### src/rtl/seq_divider8.sv
// Restoring unsigned divider: one quotient bit per cycle, start->done in WIDTH edges.
// Backpressure: start is ignored while busy; DONE accepts a new start back-to-back.
// Optional DIV_BY_ZERO_FLAG_EN: divisor 0 skips RUN and raises dbz with done.
module seq_divider8 #(
  parameter int WIDTH = 8
) (
  input  logic             clk,
  input  logic             rst_n,
  input  logic             start,
  input  logic [WIDTH-1:0] dividend,
  input  logic [WIDTH-1:0] divisor,
  output logic             busy,
  output logic             done,
  output logic [WIDTH-1:0] quotient,
  output logic [WIDTH-1:0] remainder
`ifdef DIV_BY_ZERO_FLAG_EN
  ,
  output logic             dbz
`endif
);

  localparam int CNT_W = $clog2(WIDTH + 1);

  localparam logic [1:0] IDLE = 2'd0;
  localparam logic [1:0] RUN  = 2'd1;
  localparam logic [1:0] DONE = 2'd2;

  logic [1:0]       state;
  logic [WIDTH-1:0] dvd;
  logic [WIDTH-1:0] dvs;
  logic [WIDTH:0]   rem_p;
  logic [CNT_W-1:0] cnt;

  logic [WIDTH+1:0] shifted;
  logic [WIDTH+1:0] diff;
  logic             q_bit;
  logic [WIDTH:0]   rem_nxt;
  logic [WIDTH-1:0] dvd_nxt;
  logic             last_step;

  // dvd doubles as the quotient shift register: dividend bits leave at the
  // top while quotient bits enter at the bottom.
  always_comb begin
    shifted   = {rem_p, dvd[WIDTH-1]};
    diff      = shifted - {2'b00, dvs};
    q_bit     = ~diff[WIDTH+1];
    rem_nxt   = q_bit ? diff[WIDTH:0] : shifted[WIDTH:0];
    dvd_nxt   = {dvd[WIDTH-2:0], q_bit};
    last_step = (cnt == CNT_W'(WIDTH - 1));
  end

  assign busy = (state == RUN);
  assign done = (state == DONE);

  always_ff @(posedge clk or negedge rst_n) begin
    if (!rst_n) begin
      state     <= IDLE;
      dvd       <= '0;
      dvs       <= '0;
      rem_p     <= '0;
      cnt       <= '0;
      quotient  <= '0;
      remainder <= '0;
`ifdef DIV_BY_ZERO_FLAG_EN
      dbz       <= 1'b0;
`endif
    end else begin
      case (state)
        IDLE, DONE: begin
          if (start) begin
            dvd   <= dividend;
            dvs   <= divisor;
            rem_p <= '0;
            cnt   <= '0;
`ifdef DIV_BY_ZERO_FLAG_EN
            if (divisor == '0) begin
              state     <= DONE;
              quotient  <= '1;
              remainder <= dividend;
              dbz       <= 1'b1;
            end else begin
              state <= RUN;
            end
`else
            state <= RUN;
`endif
          end else begin
            state <= IDLE;
          end
        end
        RUN: begin
          rem_p <= rem_nxt;
          dvd   <= dvd_nxt;
          cnt   <= cnt + CNT_W'(1);
          if (last_step) begin
            state     <= DONE;
            quotient  <= dvd_nxt;
            remainder <= rem_nxt[WIDTH-1:0];
`ifdef DIV_BY_ZERO_FLAG_EN
            dbz       <= 1'b0;
`endif
          end
        end
        default: state <= IDLE;
      endcase
    end
  end

endmodule

### config.mk
export PLATFORM = sky130hd
export DESIGN_NAME = seq_divider8
export DESIGN_NICKNAME = d
export VERILOG_FILES = /design/src/rtl/seq_divider8.sv
export SDC_FILE = /design/constraint.sdc
export NUM_CORES = 1
export LEC_CHECK = 0
export ABC_AREA = 1
export BUFFER_PORTS_ARGS = -buffer_cell sky130_fd_sc_hd__buf_2
export CORE_AREA = 4 4 76 78
export DETAILED_ROUTE_END_ITERATION = 12
export DIE_AREA = 0 0 80 82
export PLACE_DENSITY = 0.74
export SLEW_MARGIN = 10
export SYNTH_ARGS = -nofsm -noshare
export SYNTH_HDL_FRONTEND = slang
export SYNTH_SLANG_ARGS = --single-unit
### constraint.sdc
create_clock -name clk -period 1.8 [get_ports clk]
set_clock_uncertainty 0.05 [all_clocks]
set_input_delay 0 -clock clk [delete_from_list [all_inputs] [get_ports clk]]
set_output_delay 0 -clock clk [all_outputs]
set_load 0.02 [all_outputs]
==> impl_metrics.py, run 1 <==
metrics = {
    "setup_path": {
        "cp_top_family": "simple AND/OR/NAND/NOR gates",
        "critPathMostFrequentCell": "nand2_1",
        "cpPeakStageDelay_ns": 0.45,
        "cp_max_fo": 7,
        "path_buf_inv": 1,
        "crit_arrival_ns": 2.17,
        "critPathCaptureType": "register",
        "crit_path_top_delay_cell": "dfrtp_1",
        "path_class": "reg2reg",
        "cp.depth": 9,
        "required_ns": 1.96,
        "r2r_cells": 9,
        "r2r_slack_ns": -0.21,
        "crit_chain": "ha_4 > nand2_1 > nor2_2 > nand3_4 > nand4_4 > buf_6 > nand3b_1 > nand3_2 > nand2_1",
        "crit_path_start_kind": "register",
    },
    "clocking": {
        "cts_num_sinks": 47,
        "cts_tree": "yes",
        "root_buffer": "clkbuf_8",
        "clk_path_buf_depth": 2,
        "cts.reportedPaths.clkPinSlew_ns": 0.09,
        "clk_latency_ns": 0.31,
        "cts_inserted_buffers": 5,
        "htreeDepth": 2,
    },
    "detailed_routing": {
        "antenna_left": 0,
        "met1_length_mm": 2.93,
        "drc_errors": 0,
        "wire_per_inst_microns": 15.4,
        "drt_iter0_drc": 182,
        "num_vias": 2462,
        "wl_met3_microns": 334,
        "drtPass1Iterations": 7,
        "vias_per_cell": 5.24,
        "highest_layer": "met4",
        "wl_met2_mm": 3.69,
        "wirelength_mm": 7.22,
    },
    "placed_design": {
        "dp_hpwl_mm": 4.59,
        "gp_congestion": 0.834,
        "pre_cts_ws_ns": -0.163,
        "placement.io_buffers": 36,
    },
    "synth": {
        "post_synth_inst_count": 300,
        "synth.area.top_cells": "dfrtp_1, nand2_1, nand3_1",
        "yosysUniqueCellTypes": 30,
        "netlist_area_sq_um": 2560,
        "yosysTopAreaCell": "dfrtp_1",
        "syn_area_per_cell_sq_um": 8.53,
        "synth_top_area_share": 0.459,
        "ys_ff_latch": 47,
        "ys_seq_area_frac": 0.459,
        "yosys_warnings": 0,
        "syn-num-nets": 329,
    },
    "sta": {
        "fin_crit_sh": 1.12,
        "slew_headroom": 0.671,
        "rsz0062_at_grt": "yes",
        "fin_crit_ns": 2.01,
        "maxSlewViolCount": 0,
        "tightest_slew_ns": 0.493,
        "fin_ws_ns": -0.212,
        "setup-tns-final_ns": -1.90,
        "max_freq_mhz": 497,
        "setup-violations-final": 17,
        "timing_hold_violations_final": 0,
        "hold_slack_ns": 0.00670,
    },
    "floorplanning": {
        "die_h_microns": 82,
        "row_count": 26,
        "coreArea_sq_um": 5070,
        "die_w_microns": 80,
        "start_util": 0.504,
        "die-area_sq_um": 6560,
        "design.portCount": 37,
    },
    "hold_path": {
        "holdPathStages": 3,
        "holdCritPathClass": "in2reg",
    },
    "grt": {
        "grt_pass1_vias": 2470,
        "grt_first_pass_wirelength_mm": 11.7,
        "grt_antenna_before_repair": 0,
        "grt-ovfl-total": 0,
        "grt_max_degree": 30,
        "track_usage": 0.236,
    },
    "cells_and_area": {
        "areaGrowthSynthToFinish_pct": 44.7,
        "num_antenna_cells": 0,
        "layout_commonest_cell": "nand2_1",
        "drive_gt1_frac": 0.400,
        "final_cell_mix": "nand2_1, dfrtp_1, buf_4, buf_2, nand3_1",
        "nNetsFinal": 428,
        "final_util": 0.730,
    },
    "run": {
        "maxCapViolations": 0,
    },
    "run_status": {
        "violations": "negative setup slack",
        "outcome": "finished with violations",
    },
}
## worst reg2reg max path, cell delays in order (launching register included)
cell and delay [ns]:
dfrtp_1 0.45, ha_4 0.31, nand2_1 0.07, nor2_2 0.18, nand3_4 0.14, nand4_4 0.21
buf_6 0.16, nand3b_1 0.16, nand3_2 0.12, nand2_1 0.05
## per-stage QoR
stage,std cells,instance area (sq um)
finish,470,3700
global route,470,3700
CTS,466,3590
detailed placement,432,3060
global placement,432,3060
floorplan,300,2560
## layout make-up
type	count	area, sq um
well taps	70	87.6
multi-input cells	211	1480
clock buffers	6	82.6
clock inverters	2	13.8
inverters	37	139
fillers	374	1370
flip-flops and latches	47	1180
repair buffers	97	729
## Yosys cell counts
master and count:
nor2_2 1, nand2_2 6, inv_1 33, a21oi_4 1, o211ai_1 1, nor2_4 2
a22o_1 1, a32o_1 1, o221ai_1 6, clkbuf_1 3, inv_2 3, or2_2 1
fa_1 1, nand3b_1 4, dfrtp_1 47, nand2_4 6, mux2_2 1, o21ai_0 8
nand3_4 2, buf_2 4, clkinv_1 1, nand4_1 1, nand4_4 1, xnor2_1 3
ha_1 9, nand2_1 81, nor2_1 15, a21oi_1 13, nand3_1 42, nand2_8 2
## layer usage
layer / GRT usage / up-vias
met5: 0 / -
met2: 0.424 / 92
met1: 0.280 / 1167
li1: - / 1178
met4: 0.0878 / 0
met3: 0.0439 / 25
## cell families (layout without fill, tap and decap cells)
group                    Yosys count  after routing  synth area share
adder cells (fa/ha/maj)           10             10            0.0518
flip-flops                        47             47             0.459
XOR/XNOR                           3              3            0.0103
AND/OR/NAND/NOR                  164            166             0.329
AO/OA/AOI/OAI                     31             31            0.0782
buffers and inverters             44            142            0.0665
multiplexers                       1              1           0.00440
## state kept, by name, summed over array words and instances, names as in the netlist
| signal | count |
|---|---|
| rem_p | 9 |
| dvd | 8 |
| dvs | 8 |
| state | 2 |
| quotient | 8 |
| cnt | 4 |
| remainder | 8 |
## worst paths after layout
kind	from	to
max	rem_p[0]	remainder[1]
min	start	dvd[3]
max reg2reg	rem_p[0]	remainder[1]
min reg2reg	cnt[3]	cnt[3]
max in group asynchronous	rst_n	rem_p[6]
min in group asynchronous	rst_n	dvs[6]
## timing repair
item                       in CTS  in global routing
setup endpoints to repair      19                 19
resized for setup              34                 21
hold endpoints to repair       63                  0
pin swaps                       8                  8
cloned                          2                  0
hold buffers                   17                  0
setup buffers                   7                  4
Power of run 1 is not shown: default switching activity piles up to over one toggle a cycle in this logic, so the estimate is an artifact.
==> run 2: changes to the inputs <==
Settings changed: MAX_ROUTING_LAYER set to met4.
==> impl_metrics.py, run 2 (synthesis gave the netlist of run 1 again) <==
metrics = {
    "run_status": {
        "outcome": "finished with violations",
        "violations": "negative setup slack",
    },
    "clocking": {
        "clk_latency_ns": 0.31,
        "cts_num_sinks": 47,
        "clk_path_buf_depth": 2,
        "root_buffer": "clkbuf_8",
        "cts.reportedPaths.clkPinSlew_ns": 0.09,
        "cts_tree": "yes",
        "htreeDepth": 2,
        "cts_inserted_buffers": 5,
    },
    "sta": {
        "fin_crit_ns": 2.01,
        "timing_hold_violations_final": 0,
        "max_freq_mhz": 497,
        "tightest_slew_ns": 0.495,
        "hold_slack_ns": 0.00721,
        "fin_ws_ns": -0.211,
        "fin_crit_sh": 1.12,
        "rsz0062_at_grt": "yes",
        "setup-violations-final": 17,
        "maxSlewViolCount": 0,
        "slew_headroom": 0.670,
    },
    "setup_path": {
        "critPathCaptureType": "register",
        "cp_max_fo": 7,
        "crit_path_start_kind": "register",
        "required_ns": 1.95,
        "crit_arrival_ns": 2.17,
        "path_class": "reg2reg",
    },
    "cells_and_area": {
        "largest_reg_flops": 9,
        "layout_commonest_cell": "nand2_1",
        "num_antenna_cells": 0,
        "nNetsFinal": 428,
        "final_cell_area_sq_um": 3700,
        "largest-register": "rem_p",
        "n_fill_cell": 374,
        "drive_gt1_frac": 0.400,
        "areaGrowthSynthToFinish_pct": 44.7,
        "final_cell_mix": "nand2_1, dfrtp_1, buf_4, buf_2, nand3_1",
    },
    "grt": {
        "grt-ovfl-total": 0,
        "grt_pass1_vias": 2466,
        "grt_util_met2": 0.424,
        "grt_util_met3": 0.0428,
        "grt.busiest_layer": "met2",
        "grt_first_pass_wirelength_mm": 11.7,
        "grt_antenna_before_repair": 0,
        "grt_max_degree": 30,
        "track_usage": 0.243,
        "met1_usage": 0.282,
    },
    "floorplanning": {
        "row_count": 26,
        "design.portCount": 37,
        "start_util": 0.504,
        "die-area_sq_um": 6560,
        "die_w_microns": 80,
        "coreArea_sq_um": 5070,
        "die_h_microns": 82,
    },
    "detailed_routing": {
        "antenna_left": 0,
        "vias_per_cell": 5.25,
        "wirelength_mm": 7.22,
        "drc_errors": 0,
        "drt_iter0_drc": 188,
        "wire_per_inst_microns": 15.4,
        "num_vias": 2467,
        "drtPass1Iterations": 5,
    },
    "hold_path": {
        "holdCritPathClass": "in2reg",
    },
    "placed_design": {
        "placed_area_sq_um": 3060,
        "gp_congestion": 0.847,
        "placement.io_buffers": 36,
        "dp_hpwl_mm": 4.59,
    },
    "run": {
        "maxCapViolations": 0,
    },
}
-- run 2: cell type report --
class,instances,area (sq um),area share
clock buffers,6,82.6,0.0223
clock inverters,2,13.8,0.00371
inverters,37,139,0.0375
multi-input cells,211,1480,0.398
flip-flops and latches,47,1180,0.318
well taps,70,87.6,0.0236
repair buffers,97,729,0.197
-- run 2: stage by stage --
step	setup slack (ns)	setup TNS, ns	cells	util
5_1_grt	-0.261	-3.03	470	0.730
2_1_floorplan	0.0308	0	300	-
3_5_place_dp	-0.163	-1.79	432	0.602
4_1_cts	-0.0634	-0.639	466	0.708
3_3_place_gp	-0.0772	-0.601	432	0.602
6_report	-0.211	-1.91	470	0.730
-- run 2: critical path, cell delays in order, from the launching register on --
cell	delay, ns
dfrtp_1	0.45
ha_4	0.30
nand2_1	0.07
nor2_2	0.18
nand3_4	0.14
nand4_4	0.21
buf_6	0.16
nand3b_1	0.16
nand3_2	0.12
nand2_1	0.05
-- run 2: timing repair --
item,CTS,global route
endpoints found under the hold margin,63,0
setup buffers,7,4
hold buffers,17,0
setup endpoints to repair,19,19
pin swaps,8,8
resized for setup,34,21
cloned,2,0
-- run 2: final timing paths --
| kind | start | endpoint | slack [ns] | cells after the start |
|---|---|---|---|---|
| worst max register to register | rem_p[0] | remainder[1] | -0.21 | 9 |
| worst max-delay path | rem_p[0] | remainder[1] | -0.21 | 9 |
| worst min register to register | cnt[3] | cnt[3] | 0.42 | 1 |
| min in group asynchronous | rst_n | dvs[6] | 0.13 | 2 |
| max in group asynchronous | rst_n | rem_p[6] | 1.05 | 3 |
| worst min-delay path | start | dvd[3] | 0.007 | 3 |
-- run 2: per-layer routing --
metal  share of wire  vias to the layer above
li1                -                     1177
met3           0.045                       29
met4           0.041                        0
met2            0.51                       84
met5               0                        -
met1            0.41                     1177
Power of run 2 is left out for the same reason.
